$ cat config.mk
export PLATFORM = sky130hd
export DESIGN_NAME = mem_arbiter
export DESIGN_NICKNAME = d
export VERILOG_FILES = /design/src/rtl/mem_pkg.sv /design/src/rtl/mem_arbiter.sv
export SDC_FILE = /design/constraint.sdc
export NUM_CORES = 1
export LEC_CHECK = 0
export ABC_AREA = 1
export CORE_MARGIN = 2
export CORE_UTILIZATION = 25
export CTS_BUF_LIST = sky130_fd_sc_hd__clkbuf_8 sky130_fd_sc_hd__clkbuf_16
export CTS_CLUSTER_SIZE = 25
export DETAILED_ROUTE_END_ITERATION = 6
export PLACE_DENSITY = 0.77
export SKIP_CTS_REPAIR_TIMING = 1
export SLEW_MARGIN = 20
export SYNTH_ARGS = -nofsm -noshare
export SYNTH_HDL_FRONTEND = slang
export SYNTH_SLANG_ARGS = --single-unit
$ cat constraint.sdc
create_clock -name MEM_CLK -period 1.4 [get_ports MEM_CLK]
set_input_delay 0.14 -clock MEM_CLK [delete_from_list [all_inputs] [get_ports MEM_CLK]]
set_output_delay 0.14 -clock MEM_CLK [all_outputs]
set_load 0.1 [all_outputs]
$ cat src/rtl/mem_pkg.sv
// mem_pkg: shared line geometry and FSM/client encodings for the memory arbiter.
package mem_pkg;
  localparam int WORDS_IN_LINE = 8;
  localparam int ADDR_W = 14;
  typedef enum logic [1:0] {IDLE, XFER_I, XFER_D, DONE} arb_state_t;
  typedef enum logic {CL_I, CL_D} client_t;
endpackage

$ cat src/rtl/mem_arbiter.sv
// mem_arbiter: round-robin arbitration of I-cache and D-cache line transfers onto one main-memory port.
module mem_arbiter #(
  parameter int WORDS_IN_LINE = mem_pkg::WORDS_IN_LINE,
  parameter int ADDR_W = mem_pkg::ADDR_W,
  localparam int OFF_W = $clog2(WORDS_IN_LINE),
  localparam int LINE_W = ADDR_W - OFF_W
) (
  input  logic              MEM_CLK,
  input  logic              RST_N,
  input  logic              ic_req,
  input  logic [LINE_W-1:0] ic_line_addr,
  output logic [31:0]       ic_rdata,
  output logic              ic_rvalid,
  output logic [OFF_W-1:0]  ic_word,
  output logic              ic_done,
  input  logic              dc_req,
  input  logic              dc_we,
  input  logic [LINE_W-1:0] dc_line_addr,
  input  logic [31:0]       dc_wdata,
  output logic [31:0]       dc_rdata,
  output logic              dc_rvalid,
  output logic              dc_wready,
  output logic [OFF_W-1:0]  dc_word,
  output logic              dc_done,
  output logic              mm_req,
  output logic              mm_we,
  output logic [ADDR_W-1:0] mm_addr,
  output logic [31:0]       mm_wdata,
  input  logic [31:0]       mm_rdata,
  input  logic              mm_ack
);
  import mem_pkg::*;
  arb_state_t state_q, state_d;
  client_t last_q, last_d;
  logic [LINE_W-1:0] line_q, line_d;
  logic we_q, we_d;
  logic [OFF_W-1:0] cnt_q, cnt_d;
  logic in_i, in_d, ack, grant_d;
  assign in_i = state_q == XFER_I;
  assign in_d = state_q == XFER_D;
  assign ack = (in_i | in_d) & mm_ack;
  // last_q doubles as the current owner once a grant is made
  assign grant_d = dc_req & (~ic_req | last_q == CL_I);
  always_comb begin
    state_d = state_q;
    last_d = last_q;
    line_d = line_q;
    we_d = we_q;
    cnt_d = cnt_q;
    if (state_q == IDLE && (ic_req | dc_req)) begin
      state_d = grant_d ? XFER_D : XFER_I;
      last_d = grant_d ? CL_D : CL_I;
      line_d = grant_d ? dc_line_addr : ic_line_addr;
      we_d = grant_d & dc_we;
      cnt_d = '0;
    end else if (ack) begin
      cnt_d = cnt_q + 1'b1;
      state_d = &cnt_q ? DONE : state_q;
    end else if (state_q == DONE) begin
      state_d = IDLE;
    end
  end
  always_ff @(posedge MEM_CLK or negedge RST_N) begin
    if (!RST_N) begin
      state_q <= IDLE;
      last_q <= CL_I;
      line_q <= '0;
      we_q <= 1'b0;
      cnt_q <= '0;
    end else begin
      state_q <= state_d;
      last_q <= last_d;
      line_q <= line_d;
      we_q <= we_d;
      cnt_q <= cnt_d;
    end
  end
  assign mm_req = in_i | in_d;
  assign mm_we = in_d & we_q;
  assign mm_addr = mm_req ? {line_q, cnt_q} : '0;
  assign mm_wdata = in_d ? dc_wdata : '0;
  assign ic_rvalid = ack & in_i;
  assign ic_rdata = ic_rvalid ? mm_rdata : '0;
  assign ic_word = in_i ? cnt_q : '0;
  assign ic_done = state_q == DONE && last_q == CL_I;
  assign dc_rvalid = ack & in_d & ~we_q;
  assign dc_wready = ack & in_d & we_q;
  assign dc_rdata = dc_rvalid ? mm_rdata : '0;
  assign dc_word = in_d ? cnt_q : '0;
  assign dc_done = state_q == DONE && last_q == CL_D;
endmodule

### Word-level counts from Yosys, hierarchy flattened

Cells that the tools add are included.

* flip-flop bits (word level): 18
* input port bits: 92
* logic and storage cells: 47

* add/sub/neg operators: 1
* equal/unequal tests: 4
* multiplexer cells: 15
* bitwise operators: 14
* reduce and logical (&&, ||, !) cells: 8

Operator list (count)
* 32-bit 2-to-1 mux: 3
* 14-bit 2-to-1 mux: 1
* 3-bit 2-to-1 mux: 4
* 11-bit 2-to-1 mux: 1
* 2-bit 2-to-1 mux: 5
* 1-bit AND: 8
* 2-bit == test (second input constant): 2
* 3-bit by 1-bit adder with 3-bit output (second input constant): 1
* 1-bit logical AND: 3
* 3-bit by 1-bit inequality test with 1-bit output (second input constant): 1
* 1-bit NOT: 3
* 1-bit bitwise OR: 3
* 3-bit AND reduction: 1
* 3-bit nonzero test: 1
* 2-bit by 1-bit == test with 1-bit output (second input constant): 1
* 2-bit zero test: 1
* 2-bit AND reduction: 1
* 2-bit nonzero test: 1
* 1-bit 2-to-1 mux: 1

### Longest topological paths before layout

* depth in word-level cells: 6
* depth in mapped cells: 9

### Worst setup path before layout

No wires, ideal clock.

* path type: register to output
* start: register state_q[0]
* end: output port ic_rdata[11]
* data arrival time: 3186 ps
* slack: -1926 ps
* cell stages (with the launch flop): 8
* path through: dfrtp_1 > inv_1 > ha_1 > nand2_1 > inv_2 > nand2_4 > buf_6 > nor2_1

* longest elaborated chain between the ends: 5

RTL lines
* start, declared: line mem_arbiter.sv:33 `arb_state_t state_q, state_d;`
* start signal, assigned: line mem_arbiter.sv:71 `state_q <= state_d;`
* 2-bit by 1-bit == test with 1-bit output or 2-bit == test (tied branches): line mem_arbiter.sv:39, mem_arbiter.sv:40
* 1-bit bitwise OR *
* via mm_req: line mem_arbiter.sv:25 `output logic mm_req,`
* 1-bit AND *: line mem_arbiter.sv:41 `assign ack = (in_i | in_d) & mm_ack;`
* 1-bit AND *: line mem_arbiter.sv:82 `assign ic_rvalid = ack & in_i;`
* 32-bit 2-to-1 mux *: line mem_arbiter.sv:83 `assign ic_rdata = ic_rvalid ? mm_rdata : '0;`
* end, declared: line mem_arbiter.sv:12 `output logic [31:0] ic_rdata,`

The timed path passes the listed nets; every way through them passes the cells marked *.

### Final worst setup path

* start: register state_q[0]
* end: output port dc_rdata[11]

* longest elaborated chain between the ends: 6

RTL lines
* 2-bit by 1-bit == test with 1-bit output or 2-bit == test (tied branches): line mem_arbiter.sv:39, mem_arbiter.sv:40
* 1-bit bitwise OR: line mem_arbiter.sv:41
* 1-bit AND: line mem_arbiter.sv:41
* 1-bit AND * (2 in series): line mem_arbiter.sv:86 `assign dc_rvalid = ack & in_d & ~we_q;`
* 32-bit 2-to-1 mux *: line mem_arbiter.sv:88 `assign dc_rdata = dc_rvalid ? mm_rdata : '0;`
* end, declared: line mem_arbiter.sv:20 `output logic [31:0] dc_rdata,`

Every way passes the cells marked *; elsewhere a longest branch is shown, timed or not.

==> qor.txt <==
Cell Chain, Critical Path - inv_2 > ha_4 > inv_4 > nor3_4 > inv_4 > buf_4 > nor2_4 > buf_12
minimum clock period - 1.99 ns
Commonest cells post-synth - nand2_1, inv_1, nor2_1, dfrtp_1, nand3_1
Via-to-Cell Ratio - 4.61
#FFs+latches synth - 18
Worst Path Buf+Inv - 5
die width - 90.1 microns
XOR/XNOR Fraction of Synth Area - 0%
top-area cell type share of the netlist area - 24.3%
post-synth top area cell - dfrtp_1
overflow left after global routing - 0
worst-case clock buffer depth - 2
violated checks - setup timing
Layout Area Growth over Synthesis - 257%
vias - 3077
DRT Pass-1 Iters - 4
max-slew violations - 0
sequential cell area - 450 sq um
Mapped Cells - 334
Post-layout nets - 667
post-synthesis simple-gate area fraction - 43.7%
Fin Clk Skew - 0.00226 ns
worst skew pair latency - 0.26 ns
CP Data Arrival Time - 1.85 ns
final count of negative-setup-slack endpoints - 124
largest net degree at the start of global routing - 37
root buffer cell - clkbuf_8
Max Cap Violations - 0
I/O pins - 215
placed wire-length estimate - 9770 microns
Leakage - 0.00266 uW
maximum VDD drop - 2.04 mV
Worst setup SP type - flop
clk slew on worst S/H paths - 0.08 ns
cell family with most CP delay - buffers and inverters
WL final - 13400 microns
Mapped Area - 1850 sq um
share of cells above drive strength 1 - 60.4%
EDFF count, synth - 0
Fmax achieved - 503 MHz
first-pass GRT wire length - 17100 microns
CP most frequent cell - inv_4
syn_nets - 432
multi-input logic area - 1660 sq um
final instance area - 6620 sq um
Cell Rows - 31
Async S/R FF share, synth - 100%
area of the core - 7210 sq um
CTS tree - yes
pre-CTS WS - -0.386 ns
final hold slack - 0.209 ns
Final Worst Setup Slack - -0.590 ns
# diodes - 0
Adder-Cell Fraction of Synth Area - 4.05%
WP data required - 1.26 ns
mux cell area share after synthesis - 0%
CP Capture Type - primary output
Crit Path Max Fanout - 5
H-tree depth - 1
RSZ-0062 raised after global routing - true
Power Density - 2020 nW/um^2
Die Ht - 90.1 microns
residual DRC count - 0
Num CTS Buffers - 3
CP Class - reg -> out
Post-Route Utilization - 91.7%
port bufs - 214
drt initial violations - 82
Fill cells - 253
Die Area - 8120 sq um
Hold/Removal Path Class - in -> async
clock sink total - 18
synthesized area per cell - 5.55 sq um
Least-Margin Pin Slew - 0.348 ns
top cells by area, synth - dfrtp_1, nand2_1, inv_1
post-route ant nets - 0
count leader, synth - nand2_1
Ys Warns - 0
vias in the first global route - 3073
Primary FF master, synth - dfrtp_1
Worst path slowest cell - dfrtp_1
Cell variety after synth - 17
part of the Yosys area used for sequential elements - 24.3%
Initial Utilization - 25.7%
setup_tns - -55.67 ns
Hold Vio Cnt, Final - 0
status - complete, but fails checks
Slew HR - 76.8%
GRT Resource Usage Total - 26.8%
Avg WL per Cell - 20.1 microns
compound-gate portion of the synthesized area - 1.62%
initial antenna violation count - 0
main combinational cell family by area after synthesis - simple AND/OR/NAND/NOR gates
GP Congestion - 0.863
CP max stage delay - 0.41 ns
Area after DPL - 6220 sq um
period utilisation layout - 142%
## placed cells by master (no fill, tap or decap), types with 5 or more instances in the layout
master,synthesis,layout
buf_4,3,16
nand3_1,18,17
nand2_4,1,17
dfrtp_1,18,18
nand2_1,106,59
inv_1,94,35
nand2_2,0,30
inv_2,4,5
nor2_4,0,68
clkinvlp_4,0,54
clkdlybuf4s50_1,0,91
buf_12,0,129
## through the flow
| stage | cells | total power (uW) |
|---|---|---|
| floorplan | 334 | 7800 |
| finish | 667 | 13400 |
| detailed placement | 657 | 11700 |
| global route | 667 | 13700 |
| CTS | 661 | 12200 |
| global placement | 657 | 11500 |
## path summary, 6_finish.rpt
kind / start / to / slack (ns) / cells after the start
min in group MEM_CLK: ic_line_addr[2] / line_q[2]$_DFFE_PN0P_ / 0.43 / 3
worst max-delay path: state_q[0]$_DFFE_PN0P_ / dc_rdata[11] / -0.59 / 8
worst max register to register: state_q[0]$_DFFE_PN0P_ / state_q[1]$_DFFE_PN0P_ / -0.07 / 8
worst min-delay path: RST_N / line_q[7]$_DFFE_PN0P_ / 0.21 / 2
max in group asynchronous: RST_N / cnt_q[0]$_DFFE_PN0P_ / 0.99 / 2
worst min register to register: line_q[6]$_DFFE_PN0P_ / line_q[6]$_DFFE_PN0P_ / 0.57 / 2
## power by group
group | total (uW) | leakage, uW | switching (uW) | internal [uW]
Clock | 454 | 0.0000288 | 204 | 251
Sequential | 1060 | 0.000225 | 306 | 753
Combinational | 11800 | 0.00240 | 7700 | 4150
Total | 13400 | 0.00266 | 8210 | 5160
## area by class of cell
type	count	area share, %
clock buffer	4	0.832
inverter	98	8.78
tap	99	1.87
timing repair buffer	244	56.7
multi-input combinational	204	25.0
sequential	18	6.81
## worst reg2reg max path, stage by stage (launching register included)
cell	delay, ns
dfrtp_1	0.39
inv_2	0.08
ha_4	0.28
nand2_4	0.06
inv_4	0.08
buf_4	0.16
nand3_2	0.12
nand3_1	0.12
nand2_1	0.06
## flip-flops by register name, indices dropped and copies added (netlist names)
register  flops
cnt_q         3
last_q        1
state_q       2
line_q       11
we_q          1
## routing by layer
layer,vias up,track usage [%],share of wire [%]
li1,1403,-,-
met1,1466,27.3,33
met2,156,52.9,55
met3,52,6.45,5.9
met4,0,8.85,5.9
met5,-,0,0
## cells by family (layout without fill, tap and decap cells)
kind of cell,count (synthesis),in the layout
buf+inv,112,346
flops,18,18
simple gates,195,195
fa+ha+maj,6,6
compound gates,3,3
Power figures use the tool's default switching activity.
